## config.mk

```make
export PLATFORM = sky130hd
export DESIGN_NAME = multicycle_ctrl_gen
export DESIGN_NICKNAME = d
export VERILOG_FILES = /design/src/rtl/multicycle_ctrl_gen.sv
export SDC_FILE = /design/constraint.sdc
export NUM_CORES = 1
export LEC_CHECK = 0
export BUFFER_PORTS_ARGS = -buffer_cell sky130_fd_sc_hd__clkbuf_2
export CAP_MARGIN = 0
export CORE_MARGIN = 4
export CORE_UTILIZATION = 25
export CTS_CLUSTER_SIZE = 40
export DETAILED_ROUTE_END_ITERATION = 8
export PLACE_DENSITY = 0.55
export SYNTH_ARGS = -nofsm -noshare
export SYNTH_HDL_FRONTEND = slang
export SYNTH_SLANG_ARGS = --single-unit
```

## constraint.sdc

```tcl
create_clock -name clk -period 3.7 [get_ports clk]
set_clock_uncertainty 0.15 [all_clocks]
set_input_delay 0.185 -clock clk [delete_from_list [all_inputs] [get_ports clk]]
set_output_delay 0.185 -clock clk [all_outputs]
set_load 0.005 [all_outputs]
```

## src/rtl/multicycle_ctrl_gen.sv

```systemverilog
// Multicycle control FSM for a small RV32 subset: decodes the IR, sequences
// the datapath through fetch/execute/memory/write-back, and traps on illegal ops or memory timeouts.
module multicycle_ctrl_gen #(
    parameter int   CNT_W       = 32,
    parameter int   MEM_TIMEOUT = 15,
    parameter logic EN_SHIFT    = 1'b1
) (
    input  logic             clk,
    input  logic             reset,
    input  logic [31:0]      instruction,
    input  logic             mem_ready,
    output logic             pc_write,
    output logic             pc_write_cond,
    output logic             alu_src_a,
    output logic             load_ir,
    output logic             load_reg_a,
    output logic             load_reg_b,
    output logic             load_alu_out,
    output logic             load_mdr,
    output logic             write_reg,
    output logic             dmem_write,
    output logic             mem_req,
    output logic             epc_write,
    output logic [1:0]       pc_src,
    output logic [1:0]       alu_src_b,
    output logic [2:0]       alu_funct,
    output logic [2:0]       mem_to_reg,
    output logic [1:0]       branch_op,
    output logic [1:0]       shift_control,
    output logic [1:0]       cause,
    output logic             halted,
    output logic [4:0]       state,
    output logic [CNT_W-1:0] retired
);

    localparam int WAIT_W = (MEM_TIMEOUT < 1) ? 1 : $clog2(MEM_TIMEOUT + 1);

    typedef enum logic [4:0] {
        S_FETCH     = 5'd0,
        S_DECODE    = 5'd1,
        S_ADDR      = 5'd2,
        S_EXEC_R    = 5'd3,
        S_EXEC_I    = 5'd4,
        S_MEM_RD    = 5'd5,
        S_MEM_WR    = 5'd6,
        S_WB_ALU    = 5'd7,
        S_WB_MEM    = 5'd8,
        S_WB_LUI    = 5'd9,
        S_BRANCH    = 5'd10,
        S_JAL_LINK  = 5'd11,
        S_JAL_PC    = 5'd12,
        S_JALR_CALC = 5'd13,
        S_SHIFT_WB  = 5'd14,
        S_SLT_WB    = 5'd15,
        S_EXCEPT    = 5'd16,
        S_HALT      = 5'd17
    } state_t;

    typedef enum logic [4:0] {
        K_ADD, K_SUB, K_AND, K_SLT, K_SLTI, K_ADDI, K_NOP, K_LOAD, K_STORE,
        K_SLLI, K_SRLI, K_SRAI, K_LUI, K_BEQ, K_BNE, K_BLT, K_BGE,
        K_JAL, K_JALR, K_EBREAK, K_BAD_OP, K_BAD_FN
    } kind_t;

    typedef struct packed {
        logic       pc_write;
        logic       pc_write_cond;
        logic       alu_src_a;
        logic       load_reg_a;
        logic       load_reg_b;
        logic       load_alu_out;
        logic       write_reg;
        logic       dmem_write;
        logic       mem_req;
        logic       epc_write;
        logic       halted;
        logic [1:0] pc_src;
        logic [1:0] alu_src_b;
        logic [2:0] alu_funct;
        logic [2:0] mem_to_reg;
        logic [1:0] branch_op;
        logic [1:0] shift_control;
    } ctrl_t;

    state_t            state_q;
    state_t            next_state;
    kind_t             kind;
    ctrl_t             ctrl_q;
    logic [WAIT_W-1:0] wait_cnt;
    logic              timeout;
    logic              mem_wait_state;
    logic              trap;
    logic [1:0]        trap_cause;

    // Control word for a given state; unnamed outputs stay 0.
    function automatic ctrl_t ctrl_of(input state_t s, input kind_t k);
        ctrl_t c;
        c = '0;
        case (s)
            S_FETCH: begin
                c.mem_req   = 1'b1;
                c.alu_src_b = 2'b01;
                c.alu_funct = 3'b001;
            end
            S_DECODE: begin
                c.load_reg_a   = 1'b1;
                c.load_reg_b   = 1'b1;
                c.load_alu_out = 1'b1;
                c.alu_src_b    = 2'b11;
                c.alu_funct    = 3'b001;
            end
            S_EXEC_R: begin
                c.alu_src_a    = 1'b1;
                c.load_alu_out = 1'b1;
                c.alu_funct    = (k == K_SUB) ? 3'b010 : (k == K_AND) ? 3'b011 : 3'b001;
            end
            S_ADDR: begin
                c.alu_src_a    = 1'b1;
                c.alu_src_b    = 2'b10;
                c.alu_funct    = 3'b001;
                c.load_alu_out = 1'b1;
            end
            S_MEM_RD: c.mem_req = 1'b1;
            S_MEM_WR: begin
                c.mem_req    = 1'b1;
                c.dmem_write = 1'b1;
            end
            S_WB_ALU: c.write_reg = 1'b1;
            S_WB_MEM: begin
                c.write_reg  = 1'b1;
                c.mem_to_reg = 3'b001;
            end
            S_WB_LUI: begin
                c.write_reg  = 1'b1;
                c.mem_to_reg = 3'b010;
            end
            S_JAL_LINK: begin
                c.write_reg  = 1'b1;
                c.mem_to_reg = 3'b011;
            end
            S_SHIFT_WB: begin
                c.write_reg     = 1'b1;
                c.mem_to_reg    = 3'b100;
                c.shift_control = (k == K_SRLI) ? 2'b01 : (k == K_SRAI) ? 2'b10 : 2'b00;
            end
            S_SLT_WB: begin
                c.write_reg  = 1'b1;
                c.mem_to_reg = 3'b101;
                c.alu_src_a  = 1'b1;
                c.alu_funct  = 3'b010;
                c.alu_src_b  = (k == K_SLTI) ? 2'b10 : 2'b00;
            end
            S_BRANCH: begin
                c.alu_src_a     = 1'b1;
                c.alu_funct     = 3'b010;
                c.pc_write_cond = 1'b1;
                c.pc_src        = 2'b01;
                c.branch_op     = (k == K_BNE) ? 2'b01 : (k == K_BGE) ? 2'b10 :
                                  (k == K_BLT) ? 2'b11 : 2'b00;
            end
            S_JALR_CALC: begin
                c.alu_src_a    = 1'b1;
                c.alu_src_b    = 2'b11;
                c.alu_funct    = 3'b001;
                c.load_alu_out = 1'b1;
            end
            S_JAL_PC: begin
                c.pc_write = 1'b1;
                c.pc_src   = 2'b01;
            end
            S_EXCEPT: begin
                c.epc_write = 1'b1;
                c.pc_write  = 1'b1;
                c.pc_src    = 2'b10;
            end
            S_HALT: c.halted = 1'b1;
            default: c = '0;
        endcase
        return c;
    endfunction

    // Instruction classification straight from the IR, which is stable outside FETCH.
    always_comb begin
        // NOTE: every always_comb output gets a default first so no path can infer a latch.
        kind = K_BAD_OP;
        case (instruction[6:0])
            7'b0110011: begin
                kind = K_BAD_FN;
                case (instruction[14:12])
                    3'b000: if (instruction[31:25] == 7'b0000000) kind = K_ADD;
                            else if (instruction[31:25] == 7'b0100000) kind = K_SUB;
                    3'b111: if (instruction[31:25] == 7'b0000000) kind = K_AND;
                    3'b010: if (instruction[31:25] == 7'b0000000) kind = K_SLT;
                    default: kind = K_BAD_FN;
                endcase
            end
            7'b0010011: begin
                kind = K_BAD_FN;
                case (instruction[14:12])
                    3'b000: kind = (instruction[11:7] == 5'd0) ? K_NOP : K_ADDI;
                    3'b010: kind = K_SLTI;
                    3'b001: if (EN_SHIFT && instruction[31:25] == 7'b0000000) kind = K_SLLI;
                    3'b101: if (EN_SHIFT && instruction[31:25] == 7'b0000000) kind = K_SRLI;
                            else if (EN_SHIFT && instruction[31:25] == 7'b0100000) kind = K_SRAI;
                    default: kind = K_BAD_FN;
                endcase
            end
            7'b0000011: kind = (instruction[14:12] == 3'b010) ? K_LOAD : K_BAD_FN;
            7'b0100011: kind = (instruction[14:12] == 3'b010) ? K_STORE : K_BAD_FN;
            7'b0110111: kind = K_LUI;
            7'b1100011: begin
                case (instruction[14:12])
                    3'b000:  kind = K_BEQ;
                    3'b001:  kind = K_BNE;
                    3'b100:  kind = K_BLT;
                    3'b101:  kind = K_BGE;
                    default: kind = K_BAD_FN;
                endcase
            end
            7'b1101111: kind = K_JAL;
            7'b1100111: kind = (instruction[14:12] == 3'b000) ? K_JALR : K_BAD_FN;
            7'b1110011: kind = (instruction == 32'h0010_0073) ? K_EBREAK : K_BAD_FN;
            default:    kind = K_BAD_OP;
        endcase
    end

    assign mem_wait_state = (state_q == S_FETCH) || (state_q == S_MEM_RD) || (state_q == S_MEM_WR);
    assign timeout        = (wait_cnt == WAIT_W'(MEM_TIMEOUT)) && !mem_ready;

    always_comb begin
        next_state = state_q;
        trap       = 1'b0;
        trap_cause = 2'b00;
        case (state_q)
            S_FETCH, S_MEM_RD, S_MEM_WR: begin
                // A ready in the timeout cycle still completes the access.
                if (mem_ready) begin
                    next_state = (state_q == S_FETCH)  ? S_DECODE :
                                 (state_q == S_MEM_RD) ? S_WB_MEM : S_FETCH;
                end else if (timeout) begin
                    next_state = S_EXCEPT;
                    trap       = 1'b1;
                    trap_cause = 2'b10;
                end
            end
            S_DECODE: begin
                case (kind)
                    K_ADD, K_SUB, K_AND:           next_state = S_EXEC_R;
                    K_SLT, K_SLTI:                 next_state = S_SLT_WB;
                    K_ADDI, K_LOAD, K_STORE:       next_state = S_ADDR;
                    K_NOP:                         next_state = S_FETCH;
                    K_SLLI, K_SRLI, K_SRAI:        next_state = S_SHIFT_WB;
                    K_LUI:                         next_state = S_WB_LUI;
                    K_BEQ, K_BNE, K_BLT, K_BGE:    next_state = S_BRANCH;
                    K_JAL, K_JALR:                 next_state = S_JAL_LINK;
                    K_EBREAK:                      next_state = S_HALT;
                    K_BAD_FN: begin
                        next_state = S_EXCEPT;
                        trap       = 1'b1;
                        trap_cause = 2'b01;
                    end
                    default: begin
                        next_state = S_EXCEPT;
                        trap       = 1'b1;
                        trap_cause = 2'b00;
                    end
                endcase
            end
            S_EXEC_R:    next_state = S_WB_ALU;
            S_ADDR:      next_state = (kind == K_LOAD)  ? S_MEM_RD :
                                      (kind == K_STORE) ? S_MEM_WR : S_WB_ALU;
            S_JAL_LINK:  next_state = (kind == K_JALR) ? S_JALR_CALC : S_JAL_PC;
            S_JALR_CALC: next_state = S_JAL_PC;
            S_HALT:      next_state = S_HALT;
            default:     next_state = S_FETCH;
        endcase
    end

    // NOTE: the control word is registered from next_state, so it always matches state_q.
    always_ff @(posedge clk) begin
        if (!reset) begin
            state_q  <= S_FETCH;
            ctrl_q   <= ctrl_of(S_FETCH, K_NOP);
            cause    <= 2'b00;
            retired  <= '0;
            wait_cnt <= '0;
        end else begin
            // NOTE: non-blocking assignments keep every register updating from pre-edge values.
            state_q <= next_state;
            ctrl_q  <= ctrl_of(next_state, kind);
            if (trap)
                cause <= trap_cause;
            if (next_state == S_FETCH && state_q != S_FETCH && state_q != S_EXCEPT)
                retired <= retired + CNT_W'(1);
            if (next_state != state_q &&
                (next_state == S_FETCH || next_state == S_MEM_RD || next_state == S_MEM_WR))
                wait_cnt <= '0;
            else if (mem_wait_state && !mem_ready)
                wait_cnt <= wait_cnt + WAIT_W'(1);
        end
    end

    // Ready-qualified strobes for the fetch and load-data paths.
    assign load_ir       = (state_q == S_FETCH) && mem_ready;
    assign pc_write      = ctrl_q.pc_write || load_ir;
    assign load_mdr      = (state_q == S_MEM_RD) && mem_ready;
    assign pc_write_cond = ctrl_q.pc_write_cond;
    assign alu_src_a     = ctrl_q.alu_src_a;
    assign load_reg_a    = ctrl_q.load_reg_a;
    assign load_reg_b    = ctrl_q.load_reg_b;
    assign load_alu_out  = ctrl_q.load_alu_out;
    assign write_reg     = ctrl_q.write_reg;
    assign dmem_write    = ctrl_q.dmem_write;
    assign mem_req       = ctrl_q.mem_req;
    assign epc_write     = ctrl_q.epc_write;
    assign pc_src        = ctrl_q.pc_src;
    assign alu_src_b     = ctrl_q.alu_src_b;
    assign alu_funct     = ctrl_q.alu_funct;
    assign mem_to_reg    = ctrl_q.mem_to_reg;
    assign branch_op     = ctrl_q.branch_op;
    assign shift_control = ctrl_q.shift_control;
    assign halted        = ctrl_q.halted;
    assign state         = state_q;

endmodule
```

==> impl_metrics.env <==
export IMPL_placedCellCount=872
export IMPL_synth_most_common_cell="dfxtp_1"
export IMPL_met1_length_mm=6.39
export IMPL_synth_cell_types=72
export IMPL_reg2reg_slack_ns=0.52
export IMPL_fp_dieW_um=137
export IMPL_p_leak_nw=2.22
export IMPL_htreeDepth=3
export IMPL_slew_headroom=0.422
export IMPL_nets=706
export IMPL_dr_pass1_iters=5
export IMPL_io_buffer_count=99
export IMPL_yosysSeqAreaShare=0.317
export IMPL_synthTopCellsByCount="dfxtp_1 (66), nand2_1 (50), nor2_1 (50)"
export IMPL_largest_reg_flops=32
export IMPL_gr_total_overflow=0
export IMPL_drt_total_wl_mm=12.8
export IMPL_grt_max_degree=27
export IMPL_synth_area_leader_cell="dfxtp_1"
export IMPL_grt_pass1_wl_mm=20.6
export IMPL_hold_path_class="input pin to flop"
export IMPL_wl_per_cell_um=14.4
export IMPL_cp_start_kind="input pin"
export IMPL_min_period_ns=3.46
export IMPL_antenna_found_initial=0
export IMPL_ys_warn_count=0
export IMPL_netlist_area_sq_mm=0.00417
export IMPL_rsz0062_at_grt="true"
export IMPL_gp_congestion=0.898
export IMPL_wl_met3_um=691
export IMPL_finalCritPeriodShare=0.934
export IMPL_endpoint_kind="flop"
export IMPL_antenna_cells=0
export IMPL_syn_avg_cell_area_sq_um=7.76
export IMPL_r2r_start="state[2]"
export IMPL_p_per_area_mw_per_mm2=355
export IMPL_track_usage=0.136
export IMPL_first_iter_violations=261
export IMPL_clk_pin_slew_ns=0.05
export IMPL_worstHoldStart="mem_ready"
export IMPL_layout_cells_non_filler=890
export IMPL_slew_violations=0
export IMPL_cts_hold_buf=0
export IMPL_cp_required_ns=3.81
export IMPL_drive_gt1_frac=0.288
export IMPL_met2_wirelength_mm=5.61
export IMPL_area_delta_synth_final_pct=31.6
export IMPL_ys_flop_type="dfxtp_1"
export IMPL_worst_path_buf_inv=1
export IMPL_outcome="finished, final reports clean"
export IMPL_die_area_sq_mm=0.0188
export IMPL_holdPathEnd="wait_cnt[1]"
export IMPL_avgViaCountPerCell=4.87
export IMPL_max_freq_ghz=0.289
export IMPL_slowest_stage="or4_1"
export IMPL_synth_edff_count=0
export IMPL_syn_inst=537
export IMPL_core_sq_mm=0.0161
export IMPL_cts_buffer_depth=2
export IMPL_yosys_top_cells_area="dfxtp_1 (32%), a21oi_1 (4.8%), nand2_1 (4.5%)"
export IMPL_netlist_area_leader_share=0.317
export IMPL_die_h_um=137
export IMPL_clock_latency_ns=0.32
export IMPL_num_vias=4338
export IMPL_path_class="input pin to flop"
export IMPL_drc=0
export IMPL_io_pins=101
export IMPL_reg2reg_depth=12
export IMPL_worstPathArrival_ns=3.56
export IMPL_postSynth_asyncResetShare=0
export IMPL_cp_top_family="simple AND/OR/NAND/NOR gates"
export IMPL_fin_tns_setup_ns=0
export IMPL_rows=46
export IMPL_cts_root_buffer="clkbuf_16"
export IMPL_ys_ff_latch=66
export IMPL_top_register="retired"
export IMPL_fill_cells=1752
export IMPL_highest_layer="met4"
export IMPL_crit_fanout=21
export IMPL_setup_viol=0
export IMPL_hpwl_mm=10.2
export IMPL_drtAntennaViolNets=0
export IMPL_vdd_drop_max_mv=0.246
export IMPL_critPathMostFrequentCell="or4_1"
export IMPL_numClockSinks=66
export IMPL_hold_violations=0
export IMPL_syn_num_nets=574
export IMPL_worstMarginPinSlew_ns=0.859
export IMPL_initial_core_util=0.259
export IMPL_cp_slowest_stage_delay_ns=0.47
export IMPL_grt_pass1_vias=4044
export IMPL_hold_path_depth=4
export IMPL_reg2reg_to="retired[4]"
export IMPL_cts_tree="built"
export IMPL_maxCapViolations=0
export IMPL_cts_inserted_buffers=9
export IMPL_crit_path_cell_trace="clkbuf_2, or2_4, a2111oi_4, o21bai_1, or4_1, o211ai_1, a21oi_2, nor4b_4, o21a_4, nand4_4, or4_1, a21oi_1"
## repair_timing
| action | in CTS | in global routing |
|---|---|---|
| setup buffers | 0 | 2 |
| resized for setup | 0 | 1 |
| setup endpoints to repair | 0 | 18 |
## layout by cell type, fill, tap and decap left out, types with 7 or more instances in the layout
cell       instances
or3_1             19
nor2_1            50
nand2_1           50
dfxtp_1           66
xnor2_1            8
buf_4             62
nand4_1           15
nor4_1            12
clkbuf_16          9
o21ai_0           25
inv_1             19
nand3_1           21
nand2b_1           7
clkbuf_2          99
nor3_1            14
a21oi_1           40
o21ai_1            7
or4_1              9
and3_1            12
## through the flow
| stage | hold slack (ns) | setup WS [ns] | area, sq um | utilization | power, mW |
|---|---|---|---|---|---|
| CTS | 0.112 | 0.189 | 5460 | 0.339 | 1.96 |
| floorplan | 0.219 | 0.282 | 4170 | - | 0.964 |
| global placement | 0.312 | -0.110 | 5160 | 0.320 | 1.11 |
| global route | 0.145 | -0.0614 | 5480 | 0.340 | 2.04 |
| detailed placement | 0.320 | -0.137 | 5160 | 0.320 | 1.11 |
| finish | 0.121 | 0.243 | 5480 | 0.340 | 1.94 |
## layer usage
| metal | global-route usage | vias to the layer above |
|---|---|---|
| met5 | 0 | - |
| met1 | 0.196 | 1980 |
| met4 | 0.0227 | 0 |
| met2 | 0.210 | 119 |
| li1 | - | 2231 |
| met3 | 0.0324 | 8 |
## cell families (layout without fill, tap and decap cells)
family                     Yosys count  after routing  share of synthesized area
and+or+nand+nor                    268            268                      0.370
AOI/OAI and AO/OA                  125            125                      0.199
DFF                                 66             66                      0.317
buffers and inverters               60            197                     0.0745
xor gates and xnor gates            11             11                     0.0231
muxes                                4              4                    0.00991
adders and majority gates            2              2                    0.00601
other                                1              1                   0.000900
## report_power, final
part,internal [mW],switching [mW]
clock network,0.557,0.288
registers,0.735,0.0207
logic,0.147,0.196
total,1.44,0.504
## worst max-delay path by stage
stage / start / end / slack, ns / cells after the start
floorplan: instruction[12] / retired[22] / 0.28 / 14
finish: instruction[12] / retired[14] / 0.24 / 12
global placement: instruction[25] / retired[27] / -0.11 / 12
CTS: instruction[12] / retired[27] / 0.19 / 12
global route: instruction[12] / retired[20] / -0.06 / 12
detailed placement: instruction[12] / retired[20] / -0.14 / 12
## layout make-up
type / count / area [sq um] / area share
Timing Repair Buffer: 162 / 981 / 0.179
Clock inverter: 2 / 35.0 / 0.00639
Multi-Input combinational cell: 411 / 2540 / 0.463
Inverter: 19 / 71.3 / 0.0130
Sequential cell: 66 / 1320 / 0.241
Clock buffer: 14 / 264 / 0.0482
Tap cell: 216 / 270 / 0.0493
## worst register-to-register path, cell delays in order, from the launching register on
cell and delay [ns]:
dfxtp_1 0.55, nor3_1 0.08, a21oi_1 0.14, or4_1 0.23
nor2b_1 0.10, a21oi_1 0.22, o31a_1 0.21, nand3_2 0.15
nor3_2 0.32, buf_4 0.18, nand3_1 0.22, or3_1 0.41
a21oi_1 0.14
(Power assumes the default switching activity.)
